**config.mk**
```make
export PLATFORM = sky130hd
export DESIGN_NAME = led_seq_flat
export DESIGN_NICKNAME = d
export VERILOG_FILES = /design/src/rtl/led_seq_pkg.sv /design/src/rtl/led_seq_if.sv /design/src/rtl/led_seq_regs.sv /design/src/rtl/led_seq.sv /design/src/flat_wrapper.sv
export SDC_FILE = /design/constraint.sdc
export NUM_CORES = 1
export LEC_CHECK = 0
export BUFFER_PORTS_ARGS = -buffer_cell sky130_fd_sc_hd__buf_2
export CORE_MARGIN = 2
export CORE_UTILIZATION = 55
export DETAILED_ROUTE_END_ITERATION = 7
export GPL_ROUTABILITY_DRIVEN = 0
export PLACE_DENSITY = 0.84
export SLEW_MARGIN = 25
export SYNTH_ARGS = -nofsm -noshare
export SYNTH_HDL_FRONTEND = slang
export SYNTH_HIERARCHICAL = 1
export SYNTH_SLANG_ARGS = --single-unit
```
**constraint.sdc**
```tcl
create_clock -name wb_clk -period 3 [get_ports wb_clk]
set_input_delay 0.6 -clock wb_clk [delete_from_list [all_inputs] [get_ports wb_clk]]
set_output_delay 0.6 -clock wb_clk [all_outputs]
set_load 0.005 [all_outputs]
```
**src/rtl/led_seq_pkg.sv**
```systemverilog
// Shared constants for the LED pattern sequencer: config register map,
// CTRL/STATUS bit positions, FSM state codes and the CTRL register layout.
package led_seq_pkg;

  localparam int unsigned CFG_AW   = 3;
  localparam int unsigned DAT_W    = 8;
  localparam int unsigned PER_W    = 16;
  localparam int unsigned NPAT_MAX = 4;

  // Config register map
  localparam logic [2:0] ADR_CTRL   = 3'd0;
  localparam logic [2:0] ADR_PER_LO = 3'd1;
  localparam logic [2:0] ADR_PER_HI = 3'd2;
  localparam logic [2:0] ADR_STATUS = 3'd3;
  localparam logic [2:0] ADR_PAT0   = 3'd4;

  // CTRL / STATUS bit positions
  localparam int unsigned CTRL_EN       = 0;
  localparam int unsigned CTRL_ONESHOT  = 1;
  localparam int unsigned CTRL_NPAT_LSB = 2;
  localparam int unsigned CTRL_BUSY     = 7;
  localparam int unsigned STAT_ERR      = 0;
  localparam int unsigned STAT_IDX_LSB  = 1;

  // FSM state codes
  localparam logic [1:0] ST_IDLE  = 2'd0;
  localparam logic [1:0] ST_COUNT = 2'd1;
  localparam logic [1:0] ST_XFER  = 2'd2;

  // CTRL storage, bit 0 = EN
  typedef struct packed {
    logic [1:0] npat_m1;
    logic       oneshot;
    logic       en;
  } ctrl_t;

endpackage

```
**src/rtl/led_seq_if.sv**
```systemverilog
// Classic Wishbone bus bundle. The sequencer uses one instance (AW=3) as its
// config slave port and one (AW=32) as the master port towards the LED slave.
//   adr/dat_w/we/cyc/stb/cti/bte : master -> slave
//   dat_r/ack/err/rty            : slave -> master
interface led_seq_if #(
  parameter int unsigned AW = 32,
  parameter int unsigned DW = 8
);
  logic [AW-1:0] adr;
  logic [DW-1:0] dat_w;
  logic [DW-1:0] dat_r;
  logic          we;
  logic          cyc;
  logic          stb;
  logic [2:0]    cti;
  logic [1:0]    bte;
  logic          ack;
  logic          err;
  logic          rty;

  modport master (output adr, dat_w, we, cyc, stb, cti, bte,
                  input  ack, err, rty);
  modport slave  (input  adr, dat_w, we, cyc, stb,
                  output dat_r, ack, err, rty);
endinterface

```
**src/rtl/led_seq_regs.sv**
```systemverilog
// Config slave of the LED sequencer: address decode, single-cycle ack and
// the register file (CTRL, PERIOD, STATUS.ERR, PAT0-3).
//   clk, rst_n    : clock, async active-low reset
//   wbs           : Wishbone config slave port
//   busy, idx     : live FSM status for CTRL/STATUS reads
//   err_set_c     : FSM sets sticky ERR (wins over a software clear)
//   en_clr_c      : FSM clears CTRL.EN
//   ctrl, period, pat : register contents used by the FSM
module led_seq_regs
  import led_seq_pkg::*;
(
  input  logic            clk,
  input  logic            rst_n,
  led_seq_if.slave        wbs,
  input  logic            busy,
  input  logic [1:0]      idx,
  input  logic            err_set_c,
  input  logic            en_clr_c,
  output ctrl_t           ctrl,
  output logic [15:0]     period,
  output logic [3:0][7:0] pat
);

  logic            ack_q, ack_d;
  logic [7:0]      rdat_q, rdat_d;
  ctrl_t           ctrl_q, ctrl_d;
  logic [7:0]      per_lo_q, per_lo_d;
  logic [7:0]      per_hi_q, per_hi_d;
  logic            err_q, err_d;
  logic [3:0][7:0] pat_q, pat_d;
  logic            req_c;
  logic [7:0]      rmux_c;

  // Decode, read mux and register updates; all writes commit on the ack edge
  always_comb begin
    ack_d    = 1'b0;
    rdat_d   = rdat_q;
    ctrl_d   = ctrl_q;
    per_lo_d = per_lo_q;
    per_hi_d = per_hi_q;
    err_d    = err_q;
    pat_d    = pat_q;
    rmux_c   = '0;

    // ack_q masks the request so ack can never be high two cycles running
    req_c = wbs.cyc & wbs.stb & ~ack_q;

    case (wbs.adr)
      ADR_CTRL: begin
        rmux_c[3:0]       = ctrl_q;
        rmux_c[CTRL_BUSY] = busy;
      end
      ADR_PER_LO: rmux_c = per_lo_q;
      ADR_PER_HI: rmux_c = per_hi_q;
      ADR_STATUS: begin
        rmux_c[STAT_ERR]          = err_q;
        rmux_c[STAT_IDX_LSB +: 2] = idx;
      end
      default:    rmux_c = pat_q[wbs.adr[1:0]];
    endcase

    if (req_c) begin
      ack_d  = 1'b1;
      rdat_d = rmux_c;
      if (wbs.we) begin
        case (wbs.adr)
          ADR_CTRL:   ctrl_d   = ctrl_t'(wbs.dat_w[3:0]);
          ADR_PER_LO: per_lo_d = wbs.dat_w;
          ADR_PER_HI: per_hi_d = wbs.dat_w;
          ADR_STATUS: if (wbs.dat_w[STAT_ERR]) err_d = 1'b0;
          default:    pat_d[wbs.adr[1:0]] = wbs.dat_w;
        endcase
      end
    end

    if (en_clr_c)  ctrl_d.en = 1'b0;
    if (err_set_c) err_d     = 1'b1;
  end

  always_ff @(posedge clk or negedge rst_n) begin
    if (!rst_n) begin
      ack_q    <= 1'b0;
      rdat_q   <= '0;
      ctrl_q   <= '0;
      per_lo_q <= '0;
      per_hi_q <= '0;
      err_q    <= 1'b0;
      pat_q    <= '0;
    end else begin
      ack_q    <= ack_d;
      rdat_q   <= rdat_d;
      ctrl_q   <= ctrl_d;
      per_lo_q <= per_lo_d;
      per_hi_q <= per_hi_d;
      err_q    <= err_d;
      pat_q    <= pat_d;
    end
  end

  assign wbs.ack   = ack_q;
  assign wbs.dat_r = rdat_q;
  assign wbs.err   = 1'b0;
  assign wbs.rty   = 1'b0;
  assign ctrl      = ctrl_q;
  assign period    = {per_hi_q, per_lo_q};
  assign pat       = pat_q;

endmodule

```
**src/rtl/led_seq.sv**
```systemverilog
// LED pattern sequencer: cycles through up to four byte patterns, writing
// each to an LED slave over a Wishbone master port, with a programmable
// period between writes, one-shot mode and a transfer timeout.
//   wb_clk, wb_rst_n : clock, async active-low reset
//   wbs              : config slave port (3-bit address, 8-bit data)
//   wbm              : master port towards the LED slave (32-bit address)
module led_seq
  import led_seq_pkg::*;
#(
  parameter logic [31:0] LED_ADR = 32'h9100_0000,
  parameter int unsigned TIMEOUT = 15
) (
  input  logic      wb_clk,
  input  logic      wb_rst_n,
  led_seq_if.slave  wbs,
  led_seq_if.master wbm
);

  localparam int unsigned TMO_W = (TIMEOUT > 1) ? $clog2(TIMEOUT) : 1;

  logic [1:0]       state_q, state_d;
  logic [PER_W-1:0] cnt_q, cnt_d;
  logic [1:0]       idx_q, idx_d;
  logic             cyc_q, cyc_d;
  logic [7:0]       dat_q, dat_d;
  logic [TMO_W-1:0] tmo_q, tmo_d;
  logic [1:0]       idx_nxt_c;
  logic             en_clr_c;
  logic             err_set_c;
  ctrl_t            ctrl;
  logic [15:0]      period;
  logic [3:0][7:0]  pat;

  led_seq_regs u_regs (
    .clk       (wb_clk),
    .rst_n     (wb_rst_n),
    .wbs       (wbs),
    .busy      (state_q != ST_IDLE),
    .idx       (idx_q),
    .err_set_c (err_set_c),
    .en_clr_c  (en_clr_c),
    .ctrl      (ctrl),
    .period    (period),
    .pat       (pat)
  );

  // Sequencer FSM: IDLE -> XFER -> COUNT -> XFER ...
  always_comb begin
    state_d   = state_q;
    cnt_d     = cnt_q;
    idx_d     = idx_q;
    cyc_d     = cyc_q;
    dat_d     = dat_q;
    tmo_d     = tmo_q;
    en_clr_c  = 1'b0;
    err_set_c = 1'b0;
    // >= so a shrunken NPAT wraps on the next advance
    idx_nxt_c = (idx_q >= ctrl.npat_m1) ? 2'd0 : idx_q + 2'd1;

    case (state_q)
      ST_IDLE: begin
        if (ctrl.en) begin
          state_d = ST_XFER;
          cnt_d   = period;
          cyc_d   = 1'b1;
          dat_d   = pat[idx_q];
          tmo_d   = '0;
        end
      end
      ST_COUNT: begin
        if (!ctrl.en) begin
          state_d = ST_IDLE;
        end else if (cnt_q == '0) begin
          state_d = ST_XFER;
          cyc_d   = 1'b1;
          dat_d   = pat[idx_q];
          tmo_d   = '0;
        end else begin
          cnt_d = cnt_q - 16'd1;
        end
      end
      ST_XFER: begin
        if (wbm.ack) begin
          cyc_d = 1'b0;
          idx_d = idx_nxt_c;
          cnt_d = period;
          if (ctrl.oneshot && (idx_nxt_c == 2'd0)) begin
            en_clr_c = 1'b1;
            state_d  = ST_IDLE;
          end else if (!ctrl.en) begin
            state_d = ST_IDLE;
          end else begin
            state_d = ST_COUNT;
          end
        end else if (wbm.err || wbm.rty || (tmo_q == TMO_W'(TIMEOUT - 1))) begin
          cyc_d     = 1'b0;
          err_set_c = 1'b1;
          en_clr_c  = 1'b1;
          state_d   = ST_IDLE;
        end else begin
          tmo_d = tmo_q + TMO_W'(1);
        end
      end
      default: begin
        state_d = ST_IDLE;
        cyc_d   = 1'b0;
      end
    endcase
  end

  always_ff @(posedge wb_clk or negedge wb_rst_n) begin
    if (!wb_rst_n) begin
      state_q <= ST_IDLE;
      cnt_q   <= '0;
      idx_q   <= '0;
      cyc_q   <= 1'b0;
      dat_q   <= '0;
      tmo_q   <= '0;
    end else begin
      state_q <= state_d;
      cnt_q   <= cnt_d;
      idx_q   <= idx_d;
      cyc_q   <= cyc_d;
      dat_q   <= dat_d;
      tmo_q   <= tmo_d;
    end
  end

  assign wbm.adr   = LED_ADR;
  assign wbm.dat_w = dat_q;
  assign wbm.cyc   = cyc_q;
  assign wbm.stb   = cyc_q;
  assign wbm.we    = cyc_q;
  assign wbm.cti   = 3'b000;
  assign wbm.bte   = 2'b00;

endmodule

```
**src/flat_wrapper.sv**
```systemverilog
// flat-port wrapper written by rule: the top's interface ports become plain ports
module led_seq_flat import led_seq_pkg::*;
#(
  parameter logic [31:0] LED_ADR = 32'h9100_0000,
  parameter int unsigned TIMEOUT = 15
)
  (wb_clk, wb_rst_n, wbs_adr, wbs_dat_w, wbs_we, wbs_cyc, wbs_stb, wbs_dat_r, wbs_ack, wbs_err, wbs_rty, wbm_adr, wbm_dat_w, wbm_we, wbm_cyc, wbm_stb, wbm_cti, wbm_bte, wbm_ack, wbm_err, wbm_rty);
  led_seq_if #(.AW(3), .DW(8)) wbs_i ();
  led_seq_if #(.AW(32), .DW(8)) wbm_i ();
  input  logic wb_clk;
  input  logic wb_rst_n;
  input wire logic [$bits(wbs_i.adr)-1:0] wbs_adr;
  input wire logic [$bits(wbs_i.dat_w)-1:0] wbs_dat_w;
  input wire logic [$bits(wbs_i.we)-1:0] wbs_we;
  input wire logic [$bits(wbs_i.cyc)-1:0] wbs_cyc;
  input wire logic [$bits(wbs_i.stb)-1:0] wbs_stb;
  output wire logic [$bits(wbs_i.dat_r)-1:0] wbs_dat_r;
  output wire logic [$bits(wbs_i.ack)-1:0] wbs_ack;
  output wire logic [$bits(wbs_i.err)-1:0] wbs_err;
  output wire logic [$bits(wbs_i.rty)-1:0] wbs_rty;
  output wire logic [$bits(wbm_i.adr)-1:0] wbm_adr;
  output wire logic [$bits(wbm_i.dat_w)-1:0] wbm_dat_w;
  output wire logic [$bits(wbm_i.we)-1:0] wbm_we;
  output wire logic [$bits(wbm_i.cyc)-1:0] wbm_cyc;
  output wire logic [$bits(wbm_i.stb)-1:0] wbm_stb;
  output wire logic [$bits(wbm_i.cti)-1:0] wbm_cti;
  output wire logic [$bits(wbm_i.bte)-1:0] wbm_bte;
  input wire logic [$bits(wbm_i.ack)-1:0] wbm_ack;
  input wire logic [$bits(wbm_i.err)-1:0] wbm_err;
  input wire logic [$bits(wbm_i.rty)-1:0] wbm_rty;
  assign wbs_i.adr = wbs_adr;
  assign wbs_i.dat_w = wbs_dat_w;
  assign wbs_i.we = wbs_we;
  assign wbs_i.cyc = wbs_cyc;
  assign wbs_i.stb = wbs_stb;
  assign wbs_dat_r = wbs_i.dat_r;
  assign wbs_ack = wbs_i.ack;
  assign wbs_err = wbs_i.err;
  assign wbs_rty = wbs_i.rty;
  assign wbm_adr = wbm_i.adr;
  assign wbm_dat_w = wbm_i.dat_w;
  assign wbm_we = wbm_i.we;
  assign wbm_cyc = wbm_i.cyc;
  assign wbm_stb = wbm_i.stb;
  assign wbm_cti = wbm_i.cti;
  assign wbm_bte = wbm_i.bte;
  assign wbm_i.ack = wbm_ack;
  assign wbm_i.err = wbm_err;
  assign wbm_i.rty = wbm_rty;
  led_seq #(.LED_ADR(LED_ADR), .TIMEOUT(TIMEOUT)) u_core (.wb_clk(wb_clk), .wb_rst_n(wb_rst_n), .wbs(wbs_i), .wbm(wbm_i));
endmodule
```
After elaboration in Yosys (flattened, before gate mapping) --
Cells that the tools add are included.
Word-level totals: output and inout port bits 59, input port bits 19, bits in registers 95
Operators by class: mux-type cells 57, $lt $le $gt $ge 4, add/sub/neg operators 3, eq/ne operators 15, bitwise gates (word level) 4, reduce and logical (&&, ||, !) cells 32
Operator list (count):
- two-way mux 16 bit | 4
- two-way mux 8 bit | 6
- case mux 16 bit (3 select lines) | 1
- binary-select mux 8 bit (select 2 bit) | 2
- bitwise mux 32 bit | 1
- two-way mux 1 bit | 22
- two-way mux 4 bit | 5
- AND reduction 3 bit | 6
- nonzero test 2 bit | 9
- demux 8 bit (select 2 bit) | 1
- zero test 16 bit | 1
- case mux 8 bit (2 select lines) | 1
- subtractor 16 x 1 -> 16 bit (second input constant) | 1
- two-way mux 2 bit | 7
- != test 2 bit (second input constant) | 6
- case mux 3 bit (4 select lines) | 1
- case mux 4 bit (3 select lines) | 1
- AND reduction 4 bit | 3
- case mux 3 bit (3 select lines) | 1
- case mux 1 bit (4 select lines) | 2
- == test 3 x 2 -> 1 bit (second input constant) | 2
- < comparator 2 x 3 -> 1 bit (second input constant) | 2
- != test 3 x 2 -> 1 bit (second input constant) | 2
- case mux 2 bit (3 select lines) | 1
- 22 further kinds | 27

Depth between registers and ports, before layout --
word-level depth 9, depth in mapped cells 9, mapped depth without buffers 8

By module --
The synthesis kept the hierarchy.
Modules (own cells, without submodules):
- led_seq_regs | area an instance 2887.8 um^2, times used 1, cells an instance 197, seq. area each 1551.5 um^2
- led_seq | area an instance 2392.3 um^2, times used 1, cells an instance 246, seq. area each 825.8 um^2

Least setup slack after synthesis --
Ideal clock, no wire load.
path type register to register, from reg u_core.cnt_q[0], to reg u_core.dat_q[0] (netlist: u_core/wbm.dat_w[0]), clock period less this slack 2453 ps, setup time 125 ps, arrival 2328 ps, stages on the path, launching flop included 8, path slack 547 ps, cells stage by stage dfrtp_1 -> inv_1 -> ha_1 -> or4b_4 -> or4_1 -> buf_2 -> a21oi_4 -> mux2_2
Between the ends: word-level cells in the longest chain between the ends 3
Ends and longest elaborated chain:
- start: declaration | RTL line led_seq.sv:22 | logic [PER_W-1:0] cnt_q, cnt_d;
- start signal: assignment | RTL line led_seq.sv:121 | cnt_q <= cnt_d;
- zero test 16 bit | RTL line led_seq.sv:73 | end else if (cnt_q == '0) begin
- != test 2 x 1 -> 1 bit (no line)
- AND reduction 4 bit (no line)
- end signal: assignment | RTL line led_seq.sv:124 | dat_q <= dat_d;
- end: declaration | RTL line led_seq.sv:25 | logic [7:0] dat_q, dat_d;
Every way passes these cells. A chain may end at the register's enable or synchronous reset.

Worst setup path in the final report --
from reg u_core.cnt_q[0], to reg u_core.dat_q[2] (netlist: u_core/wbm.dat_w[2])
Same word-level chain as after synthesis.

==> metrics.txt <==
DIE WIDTH=102 um; max_cap viols=0; synth unique cells=59; fin crit share=92.1%; Rows=35; initial antenna violation count=0; Worst VDD drop=412 uV; leakage power=2.63 nW; FMAX=0.362 GHz; largest net degree at the start of global routing=42; final hold vios=0; via count=3,825; Final setup viols=0; Setup Skew=12.0 ps; Gate power share=33.6%; Nets=502; die area=10,400 um2; CP endpoint kind=register; DP Area=5450 um2; 1st-pass router iterations=5; area grow syn2layout=6.73%; Max-slew headroom=45.3%; Initial Util=56.9%; Worst setup SP type=register; most frequently used flop master after synthesis=dfrtp_1; sequential power share=46.3%; Routed WL per cell=19.4 um; Slew @ Worst Pin=819 ps; post-layout instance area=5640 um2; 1st-iter DRT viols=305; CTS clk-pin slew, worst paths=100 ps; setup bufs post-CTS=0; DRC Markers=0; gr ovfl total=0; IO Pins=78; Final Util=60.7%; ys async rst share=100%; Post-synth EDFFs=0; clock sink total=95; worst path required time=3240 ps; Commonest cells post-synth=dfrtp_1 (95), mux2_2 (57), buf_4 (44); status=finished clean; Psw=1.47 mW; Syn Area/Cell=11.9 um2; Diodes inserted=0; Inserted Clock Buffers=9; Cell Pwr Density=726 nW/um2; drt via density=6.26; hold buffer count at CTS=0; Yosys top cell by area=dfrtp_1; #FFs+latches synth=95; Cell Area, Synth=5280 um2; share of the synthesized area in the top cell type=45.0%; RSZ-0062 raised after global routing=false; global-route wire length before repair=18,900 um; clock buffer depth=2; Clk pwr share=20.0%; HP Class=in2async; yosys warns=6; top cells by area, synth=dfrtp_1 (45%), mux2_2 (12%), buf_4 (6.3%), mux4_2 (6.0%), mux2_4 (2.3%); P_int=2.62 mW; most common cell in the netlist=dfrtp_1; HPWL Detailed=8460 um; H-tree levels=3; clock tree from TritonCTS=yes; vias in the first global route=3,653; core area=9280 um2; port bufs=38; Die Y=102 um; CP Class=reg2reg; CP max FO=8; gr usage total=23.7%; Final ANT Viol Nets=0; switch share=36.0%; layout cells sized above 1=32.2%; Clock Tree Root=clkbuf_8; Cells after Synth=443; CP Data Arrival Time=3010 ps; # resized after CTS=0; TNS Setup=0 ps; Clk Latency, worst-skew pair=360 ps; Final Critical Period=2760 ps; final-report max-slew violation count=0; WL final=11,800 um; register area share after synthesis=45.0%
==> state kept, by name, summed over array words and instances, names as in the netlist, 4 cells and up <==
register and cells:
u_core/u_regs/pat 32, u_core/cnt_q 16, u_core/u_regs/per_hi_q 8, u_core/u_regs/per_lo_q 8, u_core/u_regs/wbs.dat_r 8, u_core/wbm.dat_w 8, u_core/tmo_q 4, u_core/u_regs/ctrl 4
==> metal layers <==
layer  global-route usage (%)  wire length [um]  up-vias
li1                         -                 -     1671
met1                     32.8              4900     1936
met2                     38.1              5960      199
met3                     3.28               778       19
met4                     9.33               193        0
met5                        0                 0        -
==> placed cells by master (no fill, tap or decap), types with 2 or more instances in the layout <==
cell type	synthesis	layout
and3_1	2	2
nand3b_1	2	2
nand4_1	5	5
dfrtp_1	95	95
a22oi_1	6	6
mux2i_1	8	8
a21oi_1	5	5
a221oi_1	9	9
nor3_1	7	7
nor2_1	8	8
a32o_1	2	2
mux4_2	14	14
a22o_1	4	4
a21o_1	3	3
nand3_1	6	6
inv_1	11	11
or3_1	5	5
o311ai_0	6	6
a31oi_1	4	4
mux2_2	57	57
buf_4	44	11
nand2_1	16	16
inv_6	0	3
clkbuf_8	0	11
conb_1	3	39
or2_2	3	3
a32oi_1	3	3
ha_1	6	6
o211ai_1	4	4
o31ai_1	6	6
o22ai_1	5	5
nor2b_1	10	10
or4_1	5	5
mux2_4	8	8
buf_2	4	37
nor4_1	6	6
nand2b_1	10	10
o21ai_0	17	17
==> critical path, stage by stage, from the launching register on <==
cell and delay (ps):
dfrtp_1 420, inv_1 100, ha_1 140, or4b_4 470, or4_1 740, a21oi_4 410, mux2_2 380
==> kinds of logic (layout without fill, tap and decap cells) <==
group,after synthesis,in the layout,share of synthesized area (%)
AND/OR/NAND/NOR,97,97,11.5
flip-flops,95,95,45.0
multiplexers,87,87,21.9
AO/OA/AOI/OAI,83,83,11.5
buffers and inverters,72,75,8.34
adder cells (fa/ha/maj),6,6,1.42
other,3,39,0.213
==> final timing paths <==
check	endpoint	slack, ps	depth (start not counted)	from
worst max-delay path	u_core/wbm.dat_w[2]$_DFFE_PN0P_	240	6	u_core/cnt_q[0]$_DFFE_PN0P_
worst min-delay path	u_core/tmo_q[0]$_DFFE_PN0P_	200	1	wb_rst_n
worst max register to register	u_core/wbm.dat_w[2]$_DFFE_PN0P_	240	6	u_core/cnt_q[0]$_DFFE_PN0P_
worst min register to register	u_core/u_regs/wbs.dat_r[6]$_DFFE_PN0P_	490	2	u_core/u_regs/wbs.dat_r[6]$_DFFE_PN0P_
max in group asynchronous	u_core/u_regs/wbs.dat_r[5]$_DFFE_PN0P_	2020	2	wb_rst_n
min in group wb_clk	u_core/u_regs/wbs.dat_r[6]$_DFFE_PN0P_	490	2	u_core/u_regs/wbs.dat_r[6]$_DFFE_PN0P_
==> power groups by stage <==
| stage | sequential (mW) | clock [mW] | combinational, mW |
|---|---|---|---|
| 6_report | 1.89 | 0.819 | 1.38 |
| 5_1_grt | 1.94 | 0.885 | 1.51 |
| 4_1_cts | 1.89 | 0.833 | 1.36 |
| 3_5_place_dp | 1.91 | 0 | 1.35 |
| 3_3_place_gp | 1.88 | 0 | 1.30 |
| 2_1_floorplan | 1.81 | 0 | 1.04 |
==> cell type report <==
type,instances,area [um2]
repair buffers,48,268
multi-input cells,312,2600
clock buffers,11,151
inverters,11,41.3
clock inverters,5,38.8
flip-flops and latches,95,2380
fillers,749,3650
well taps,129,161
==> metrics by stage <==
stage,std cells,hold slack (ps),worst slack (ps),power [mW]
6_report,611,201,237,4.09
5_1_grt,611,228,142,4.33
4_1_cts,611,207,249,4.08
3_5_place_dp,595,472,261,3.26
3_3_place_gp,595,468,325,3.18
2_1_floorplan,479,304,547,2.85
Note: power is estimated with default switching activity, not from simulation.
